==> config.mk <==
export PLATFORM = sky130hd
export DESIGN_NAME = id_hazard_ctrl
export DESIGN_NICKNAME = d
export VERILOG_FILES = /design/src/rtl/id_hazard_ctrl.sv
export SDC_FILE = /design/constraint.sdc
export NUM_CORES = 1
export LEC_CHECK = 0
export BUFFER_PORTS_ARGS = -buffer_cell sky130_fd_sc_hd__buf_4
export CAP_MARGIN = 20
export CORE_MARGIN = 1.5
export CORE_UTILIZATION = 38
export DETAILED_ROUTE_END_ITERATION = 7
export PLACE_DENSITY = 0.89
export RECOVER_POWER = 25
export SETUP_SLACK_MARGIN = 0.4
export SKIP_LAST_GASP = 1
export SYNTH_ARGS = -nofsm -noshare
export SYNTH_HDL_FRONTEND = slang
export SYNTH_SLANG_ARGS = --single-unit
==> constraint.sdc <==
create_clock -name clock -period 2.7 [get_ports clock]
set_input_delay 0.54 -clock clock [delete_from_list [all_inputs] [get_ports clock]]
set_output_delay 0.54 -clock clock [all_outputs]
set_load 0.01 [all_outputs]
==> src/rtl/id_hazard_ctrl.sv <==
// id_hazard_ctrl: ID-stage sequencing (load-use stall, mul/div hold, branch flush); HAZ_STALL_CNT_EN adds a stall counter
module id_hazard_ctrl #(
   parameter int MD_MAX_CYCLES = 64,
   parameter int CNT_W = 16
) (
   input  logic             clock,
   input  logic             reset,
   input  logic [31:0]      if_id_instr,
   input  logic             id_ex_memread,
   input  logic [4:0]       id_ex_rd,
   input  logic             ex_branch_taken,
   input  logic             md_done,
   output logic             md_start,
   output logic             pc_write,
   output logic             if_id_write,
   output logic             if_id_flush,
   output logic             id_ex_bubble,
   output logic             md_timeout,
   output logic [CNT_W-1:0] stall_count
);
   localparam int MW = $clog2(MD_MAX_CYCLES);
   typedef enum logic [1:0] {RUN, MDWAIT, FLUSH} state_t;
   state_t state, state_nxt;
   logic [MW-1:0] wcnt;
   logic [6:0] opcode;
   logic use_rs1, use_rs2, load_haz, is_md, md_last, rel, flush_c, unused_bits;
   assign opcode = if_id_instr[6:0];
   assign unused_bits = ^if_id_instr[14:7];
   assign use_rs1 = !(opcode inside {7'b0110111, 7'b0010111, 7'b1101111});
   assign use_rs2 = opcode inside {7'b0110011, 7'b0100011, 7'b1100011};
   assign load_haz = id_ex_memread && id_ex_rd != 5'd0 &&
                     ((use_rs1 && if_id_instr[19:15] == id_ex_rd) || (use_rs2 && if_id_instr[24:20] == id_ex_rd));
   assign is_md = opcode == 7'b0110011 && if_id_instr[31:25] == 7'b0000001;
   assign md_last = wcnt == MW'(MD_MAX_CYCLES - 1);
   assign rel = md_done || md_last;
   assign flush_c = ex_branch_taken || state == FLUSH;
   // state register and mul/div wait counter (counter restarts whenever not waiting)
   always_ff @(posedge clock or negedge reset) begin
      if (!reset) begin
         state <= RUN;
         wcnt <= '0;
      end else begin
         state <= state_nxt;
         wcnt <= (state == MDWAIT) ? wcnt + MW'(1) : '0;
      end
   end
   // next state: a branch always wins, a load hazard defers the mul/div launch
   always_comb begin
      state_nxt = ex_branch_taken ? FLUSH :
                  (state == RUN && is_md && !load_haz) ? MDWAIT :
                  (state == MDWAIT && !rel) ? MDWAIT : RUN;
   end
   // outputs from state plus live inputs, forced to idle values while reset is held
   always_comb begin
      md_start = reset && !flush_c && state != MDWAIT && !load_haz && is_md;
      pc_write = !reset || flush_c || (state == MDWAIT ? rel : !(load_haz || is_md));
      if_id_write = pc_write;
      if_id_flush = reset && flush_c;
      id_ex_bubble = reset && (flush_c || !pc_write);
      md_timeout = reset && !flush_c && state == MDWAIT && md_last && !md_done;
   end
`ifdef HAZ_STALL_CNT_EN
   // count cycles with the PC held, saturating at all-ones
   always_ff @(posedge clock or negedge reset) begin
      if (!reset) stall_count <= '0;
      else if (!pc_write && !(&stall_count)) stall_count <= stall_count + CNT_W'(1);
   end
`else
   assign stall_count = '0;
`endif
endmodule

== Word level (Yosys, flattened, before mapping) ==
Cells that the tools add are included.
Word-level totals
  register bits after elaboration: 8
  output and inout port bits: 22
Cells by class
  eq/ne operators: 13
  mux-type cells: 5
  add/sub/neg operators: 1
  reductions and logical operators: 36
Operator list (count)
  $eq A7 B6 Y1 const B: 3
  $logic_and A1 B1 Y1: 17
  $eq A7 B7 Y1 const B: 2
  $eq A5 B5 Y1: 2
  $logic_not A1 Y1: 8
  $eq A7 B1 Y1 const B: 1
  $eq A7 B5 Y1 const B: 1
  $logic_or A1 B1 Y1: 7
  $add A6 B1 Y6 const B: 1
  $eq A6 B6 Y1 const B: 1
  $mux W6: 1
  $reduce_bool A3 Y1: 2
  $reduce_bool A5 Y1: 1
  $mux W1: 3
  $eq A2 B1 Y1 const B: 1
  $eq A2 B2 Y1 const B: 1
  $logic_not A2 Y1: 1
  $mux W2: 1
  $ne A2 B1 Y1 const B: 1

== Logic depth before layout (Yosys ltp) ==
Gate-level depths: netlist (run 1).
  depth after elaboration: 13
  mapped depth: 6
  gate-level depth less buffers: 6

== Worst setup path after synthesis (run 1) ==
Ideal clock, no wire load.
  path kind: input to output
  start: input port id_ex_rd[1]
  end: output port pc_write
  slack: 0.310 ns
  data required time: 2.160 ns
  cell stages on the path: 5
  data arrival time: 1.850 ns
  cell sequence: or4_1 > o21ai_2 > nor4_1 > o31ai_2 > buf_4
On the way
  cells in the longest elaborated chain, start to end: 8
  elaborated cells on any way between the ends: 12
  those cells by class: eq/ne (2); mux (1); reduce/logical (9)
RTL lines
  from (decl): RTL line 10  | input logic [4:0] id_ex_rd,
  $eq A5 B5 Y1: RTL line 32  | ((use_rs1 && if_id_instr[19:15] == id_ex_rd) || (use_rs2 && if_id_instr[24:20] == id_ex_rd));
  $logic_and A1 B1 Y1: RTL line 32
  $logic_or A1 B1 Y1: RTL line 32
  $logic_and A1 B1 Y1 *: RTL line 31  | assign load_haz = id_ex_memread && id_ex_rd != 5'd0 &&
  $logic_or A1 B1 Y1 *: RTL line 56  | pc_write = !reset || flush_c || (state == MDWAIT ? rel : !(load_haz || is_md));
  $logic_not A1 Y1 *: RTL line 56
  $mux W1 *: RTL line 56
  $logic_or A1 B1 Y1 *: RTL line 56
  to (decl): RTL line 14  | output logic pc_write,
Mark *: on every way between the ends. The rest lies on a longest branch, timed or not.

== Worst setup path after layout (run 1) ==
  start: input port id_ex_rd[2]
  end: output port id_ex_bubble
On the way
  cells in the longest elaborated chain, start to end: 11
  elaborated cells on any way between the ends: 15
  those cells by class: eq/ne (2); mux (1); reduce/logical (12)
RTL lines
  $eq A5 B5 Y1: RTL line 32
  $logic_and A1 B1 Y1: RTL line 32
  $logic_or A1 B1 Y1: RTL line 32
  $logic_and A1 B1 Y1 *: RTL line 31
  $logic_or A1 B1 Y1 *: RTL line 56
  $logic_not A1 Y1 *: RTL line 56
  $mux W1 *: RTL line 56
  $logic_or A1 B1 Y1 *: RTL line 56
  $logic_not A1 Y1 *: RTL line 59  | id_ex_bubble = reset && (flush_c || !pc_write);
  $logic_or A1 B1 Y1 *: RTL line 59
  $logic_and A1 B1 Y1 *: RTL line 59
  to (decl): RTL line 17  | output logic id_ex_bubble,
Marked as above.

==> results.py, run 1 <==
metrics = {
    "status": {
        "status": "completed",
    },
    "clock_tree": {
        "cts_buffers": 3,
        "cts.sinks": 8,
        "postCtsHoldBufs": 0,
        "htree_num_levels": 1,
        "cts_tree": "done",
        "cts_buffer_depth": 2,
        "clk_pin_slew_worst_paths_ns": 0.05,
        "insertion_delay_ns": 0.26,
        "clockRootBuffer": "clkbuf_4",
    },
    "die": {
        "pin_count": 64,
        "die_y_um": 47.86,
        "coreArea_mm2": 0.001922,
        "num_rows": 16,
        "die-area_mm2": 0.002290,
        "die_x_um": 47.86,
        "start_util_pct": 39.78,
    },
    "global_route": {
        "grt_util_all_layers_pct": 16.11,
        "grt_pass1_wl_um": 2532,
        "grt_pass1_vias": 670,
        "grt.overflow.total": 0,
        "antenna_found_initial": 0,
        "grt_max_degree": 13,
    },
    "synthesis": {
        "syn_inst": 92,
        "syn_avg_cell_area_um2": 8.310,
        "ys_ff_latch": 8,
        "synth-warning-count": 0,
        "synth_cell_type_count": 31,
        "syn_area_um2": 764.5,
        "async_reset_ff_share_pct": 100.0,
        "synth_area_leaders": "dfrtp_1, buf_4, xnor2_1",
        "synth_edf_count": 0,
        "synth_top_cell_by_area": "dfrtp_1",
        "synth_flop_cell": "dfrtp_1",
        "ys_seq_area_share_pct": 26.19,
        "synthDominantCellAreaShare_pct": 26.19,
    },
    "route": {
        "drcViolationCount": 0,
        "drtPass1Iterations": 4,
        "vias": 772,
        "via_per_inst": 4.825,
        "wl_per_cell_um": 10.86,
        "first_iter_violations": 14,
        "wl_um": 1737,
        "ant_nets": 0,
    },
    "flow_run": {
        "cap_violations": 0,
    },
    "final_layout": {
        "area_growth_pct": 47.30,
        "postLayoutCoreUtil_pct": 58.59,
        "drive_gt1_share_pct": 39.10,
        "final_cells": 160,
        "n_antenna_cell": 0,
        "nets": 178,
        "final_area_mm2": 0.001126,
    },
    "sta": {
        "fin_tns_setup_ns": 0,
        "setup_viol": 0,
        "min_period_ns": 2.498,
        "worstMarginPinSlew_ns": 0.5300,
        "hold_viol": 0,
        "fmax_mhz": 400.3,
        "rsz0062_at_grt": "yes",
        "relSlewSlack_pct": 64.67,
        "fin_skew_ns": 0.003799,
        "slew_violations": 0,
        "timing.final.crit_share_pct": 92.52,
    },
    "critical_path": {
        "critPathMaxFanout": 3,
        "critPathCaptureType": "output port",
        "path_class": "input pin to output port",
        "crit_arrival_ns": 1.96,
        "required_ns": 2.16,
        "startpoint_type": "input pin",
    },
    "place": {
        "placed_area_mm2": 0.001030,
        "port_buffers": 39,
        "gp_congestion": 0.7092,
        "dpl.cell_count": 156,
        "hpwl_um": 1486,
    },
    "min_path": {
        "hold_class": "input pin to asynchronous set/reset pin",
    },
    "power_and_ir_drop": {
        "p_leak_nw": 0.5037,
        "powerDensity_mw_per_mm2": 275.5,
        "vdd_drop_max_uv": 133.0,
    },
}
what timing repair did:
action                     in CTS  in global routing
gates resized for setup         8                  5
pin swaps                       6                  6
gates cloned                    0                  0
setup buffers                   1                  0
setup endpoints to repair       4                  4
report_power, final:
group / total (mW) / switching [mW] / internal, mW
combinational: 0.0982 / 0.0450 / 0.0532
sequential: 0.122 / 0.000671 / 0.121
clock: 0.0906 / 0.0398 / 0.0508
total: 0.310 / 0.0854 / 0.225
path summary, 6_finish.rpt:
kind | start | endpoint | slack, ns | cells past startpoint
setup / recovery | id_ex_rd[2] | id_ex_bubble | 0.20 | 7
hold / removal | reset | wcnt[4] | 0.23 | 1
setup reg to reg | state[1] | state[0] | 1.50 | 3
hold reg to reg | wcnt[0] | wcnt[0] | 0.48 | 1
max in group asynchronous | reset | state[1] | 2.11 | 1
min in group clock | ex_branch_taken | state[1] | 0.44 | 1
per-stage QoR:
step / setup slack [ns] / power (mW) / hold slack, ns
global placement: 0.1451 / 0.2116 / 0.3693
floorplan: 0.3449 / 0.1775 / 0.2444
CTS: 0.1990 / 0.3138 / 0.09534
finish: 0.2018 / 0.3103 / 0.2319
global route: 0.1063 / 0.3324 / 0.2623
detailed placement: 0.1508 / 0.2138 / 0.3725
registers in the layout, summed over array words and instances (netlist names):
| register | count |
|---|---|
| wcnt | 6 |
| state | 2 |
worst max-delay path: stages:
cell,delay (ns)
buf_8,0.10
or4_4,0.53
o21ai_4,0.20
nor4_4,0.07
o31ai_4,0.28
nand2_1,0.10
buf_6,0.13
routing by layer:
| layer | wire (um) | up-vias | global-route usage [%] |
|---|---|---|---|
| li1 | - | 372 | - |
| met1 | 552 | 355 | 15.51 |
| met2 | 963 | 39 | 28.80 |
| met3 | 179 | 6 | 5.283 |
| met4 | 42 | 0 | 10.81 |
| met5 | 0 | - | 0 |
synthesized netlist by cell type, types with 2 or more instances:
master    instances
or3_1             2
inv_1             2
nor4_1            2
xor2_1            2
nor4b_1           2
a21oi_1           2
and3_1            2
nand2_1           6
nor2b_1           2
nor3_1            3
o21ai_0           2
dfrtp_1           8
nor2_1            8
nand3_1           5
nand2b_1          2
buf_4            17
xnor2_1          11
logic make-up (layout without fill, tap and decap cells):
logic type / Yosys count / after routing / share of synthesized area (%)
adders and majority gates: 1 / 1 / 1.636
xor gates and xnor gates: 13 / 13 / 14.89
and+or+nand+nor: 41 / 41 / 30.60
DFF: 8 / 8 / 26.19
AOI/OAI and AO/OA: 9 / 9 / 8.512
other: 1 / 16 / 0.4905
buffers and inverters: 19 / 45 / 17.68
cell type report:
type | count | area, um2
Clock buffer | 3 | 22.52
Fill cell | 189 | 795.8
Inverter | 2 | 7.507
Multi-Input combinational cell | 80 | 546.8
Sequential cell | 8 | 200.2
Tap cell | 27 | 33.78
Timing Repair Buffer | 40 | 315.3
cells in the final DEF (no fill, tap or decap), drive strengths merged:
| cell type | instances |
|---|---|
| nor4bb | 1 |
| nand2 | 6 |
| xnor2 | 11 |
| nor2b | 2 |
| o31ai | 2 |
| or3 | 2 |
| a31o | 1 |
| inv | 2 |
| or3b | 1 |
| nor4 | 2 |
| nand3 | 5 |
| xor2 | 2 |
| nand3b | 1 |
| nor2 | 8 |
| ha | 1 |
| conb | 16 |
| dfrtp | 8 |
| nor4b | 2 |
| nand2b | 2 |
| nand4b | 1 |
| nor3 | 3 |
| o21ai | 3 |
| nand4 | 2 |
| or4 | 1 |
| buf | 39 |
| o211ai | 1 |
| clkbuf | 4 |
| and3 | 2 |
| a21oi | 2 |
Note: power is estimated with default switching activity, not from simulation.
==> run 2, diff against run 1 <==
CORE_UTILIZATION = 34   (was 38)
PLACE_DENSITY = 0.85   (was 0.89)
RECOVER_POWER = 100   (was 25)
clock period = 2.2 ns   (was 2.7 ns; I/O delays follow)
==> run 2 against run 1 <==
Effect of this change:
- utilization increased by 0.84 points
- cell area increased by 7.8%
- clock power increased by 25%
- the run now ends with negative setup slack left
- cell count increased by 6.9%
- critical path type unchanged
==> results.py, run 2 (synthesis gave the netlist of run 1 again) <==
metrics = {
    "die": {
        "start_util_pct": 37.44,
        "pin_count": 64,
        "die-area_mm2": 0.002542,
        "coreArea_mm2": 0.002042,
        "num_rows": 16,
        "die_y_um": 50.42,
        "die_x_um": 50.42,
    },
    "global_route": {
        "grt_pass1_wl_um": 3436,
        "grt_max_degree": 9,
        "grt_pass1_vias": 841,
        "grt.overflow.total": 0,
        "grt_util_all_layers_pct": 17.50,
        "antenna_found_initial": 0,
    },
    "clock_tree": {
        "cts_buffers": 3,
        "insertion_delay_ns": 0.25,
        "htree_num_levels": 1,
        "clk_pin_slew_worst_paths_ns": 0.05,
        "cts.sinks": 8,
        "cts_tree": "done",
        "cts_buffer_depth": 2,
        "clockRootBuffer": "clkbuf_4",
    },
    "critical_path": {
        "worst-path-buf-inv": 2,
        "critPathMaxFanout": 3,
        "startpoint_type": "input pin",
        "r2r_start": "wcnt[0]",
        "cp_common_cell": "buf_6",
        "path_cells": "buf_6 > or4_4 > o21ai_4 > nor4_4 > o31ai_4 > nand2_1 > buf_6",
        "slowest_stage": "or4_4",
        "r2r_cells": 4,
        "r2r_end": "wcnt[5]",
        "r2r_setup_slack_ns": 0.97,
        "max_stage_delay_ns": 0.54,
        "critPathCaptureType": "output port",
        "required_ns": 1.76,
        "cpLargestDelayFamily": "simple AND/OR/NAND/NOR gates",
        "path_class": "input pin to output port",
        "crit_arrival_ns": 1.85,
    },
    "sta": {
        "rsz0062_at_grt": "yes",
        "worst_slack_ns": -0.09394,
        "min_period_ns": 2.294,
        "hold_viol": 0,
        "fmax_mhz": 435.9,
        "slew_violations": 0,
        "fin_tns_setup_ns": -0.2385,
        "setup_viol": 4,
        "fin_skew_ns": 0.001269,
        "timing.final.crit_share_pct": 104.3,
    },
    "power_and_ir_drop": {
        "p_leak_nw": 0.5463,
        "powerDensity_mw_per_mm2": 324.0,
        "vdd_drop_max_uv": 164.1,
        "p_total_mw": 0.3932,
    },
    "final_layout": {
        "top_regs": "wcnt: 6 flops, state: 2 flops",
        "final_area_mm2": 0.001214,
        "layout_common_cells": "buf_4, conb_1, xnor2_1, nor2_1, dfrtp_1",
        "area_growth_pct": 58.76,
        "nets": 189,
        "final_common_cell": "buf_4",
        "largest_reg_flops": 6,
        "n_antenna_cell": 0,
        "top_register": "wcnt",
        "fillers": 187,
        "drive_gt1_share_pct": 43.06,
    },
    "route": {
        "via_per_inst": 4.789,
        "first_iter_violations": 16,
        "wl_per_cell_um": 11.84,
        "drtPass1Iterations": 4,
        "drcViolationCount": 0,
        "vias": 819,
        "ant_nets": 0,
        "wl_um": 2025,
    },
    "place": {
        "port_buffers": 39,
        "dp_slack_ns": -0.1159,
        "gp_congestion": 0.7419,
        "hpwl_um": 1577,
        "placed_area_mm2": 0.001097,
    },
    "status": {
        "violations": "negative setup slack",
        "status": "finished with violations",
    },
    "min_path": {
        "hold_class": "input pin to flop",
        "hold_start": "ex_branch_taken",
        "whs_path_depth": 1,
        "holdPathEnd": "state[1]",
    },
    "flow_run": {
        "cap_violations": 0,
    },
}
## run 2: repair_timing
item | 4_1_cts | 5_1_grt
pin swaps | 1 | 4
endpoints found under the hold margin | 8 | 0
gates resized for setup | 5 | 8
hold buffers | 1 | 0
setup buffers | 0 | 2
setup endpoints to repair | 5 | 6
## run 2: stage by stage
stage / hold slack [ns] / cells / utilization (%)
3_3_place_gp: 0.2696 / 165 / 53.74
5_1_grt: 0.4161 / 171 / 59.44
4_1_cts: 0.3193 / 169 / 56.68
3_5_place_dp: 0.2745 / 165 / 53.74
2_1_floorplan: 0.1444 / 107 / -
6_report: 0.4171 / 171 / 59.44
## run 2: worst max path at each step
stage                     slack (ns)         from      endpoint  cells past startpoint
final                          -0.09  id_ex_rd[1]  id_ex_bubble                      7
after global routing           -0.19      wcnt[1]  id_ex_bubble                      7
after CTS                      -0.14  id_ex_rd[1]  id_ex_bubble                      7
after detailed placement       -0.12  id_ex_rd[1]  id_ex_bubble                      7
after global placement         -0.11  id_ex_rd[1]  id_ex_bubble                      7
after floorplan                 0.04  id_ex_rd[1]      pc_write                      5
## run 2: report_power, final
part | internal [mW] | switching, mW | total, mW
registers | 0.148 | 0.00134 | 0.150
clock network | 0.0625 | 0.0504 | 0.113
logic | 0.0723 | 0.0585 | 0.131
## run 2: final cells by class
class,instances,area [um2],share of cell area [%]
multi-input cells,80,560.5,46.19
well taps,27,33.78,2.784
repair buffers,51,389.1,32.06
flip-flops and latches,8,200.2,16.49
clock buffers,3,22.52,1.856
inverters,2,7.507,0.6186
## run 2: metal layers
| metal | vias to the layer above | part of all wire (%) | GRT usage, % |
|---|---|---|---|
| li1 | 392 | - | - |
| met3 | 2 | 8.2 | 5.655 |
| met1 | 383 | 40 | 20.04 |
| met2 | 42 | 52 | 29.82 |
| met4 | 0 | 0.30 | 7.207 |
| met5 | - | 0 | 0 |
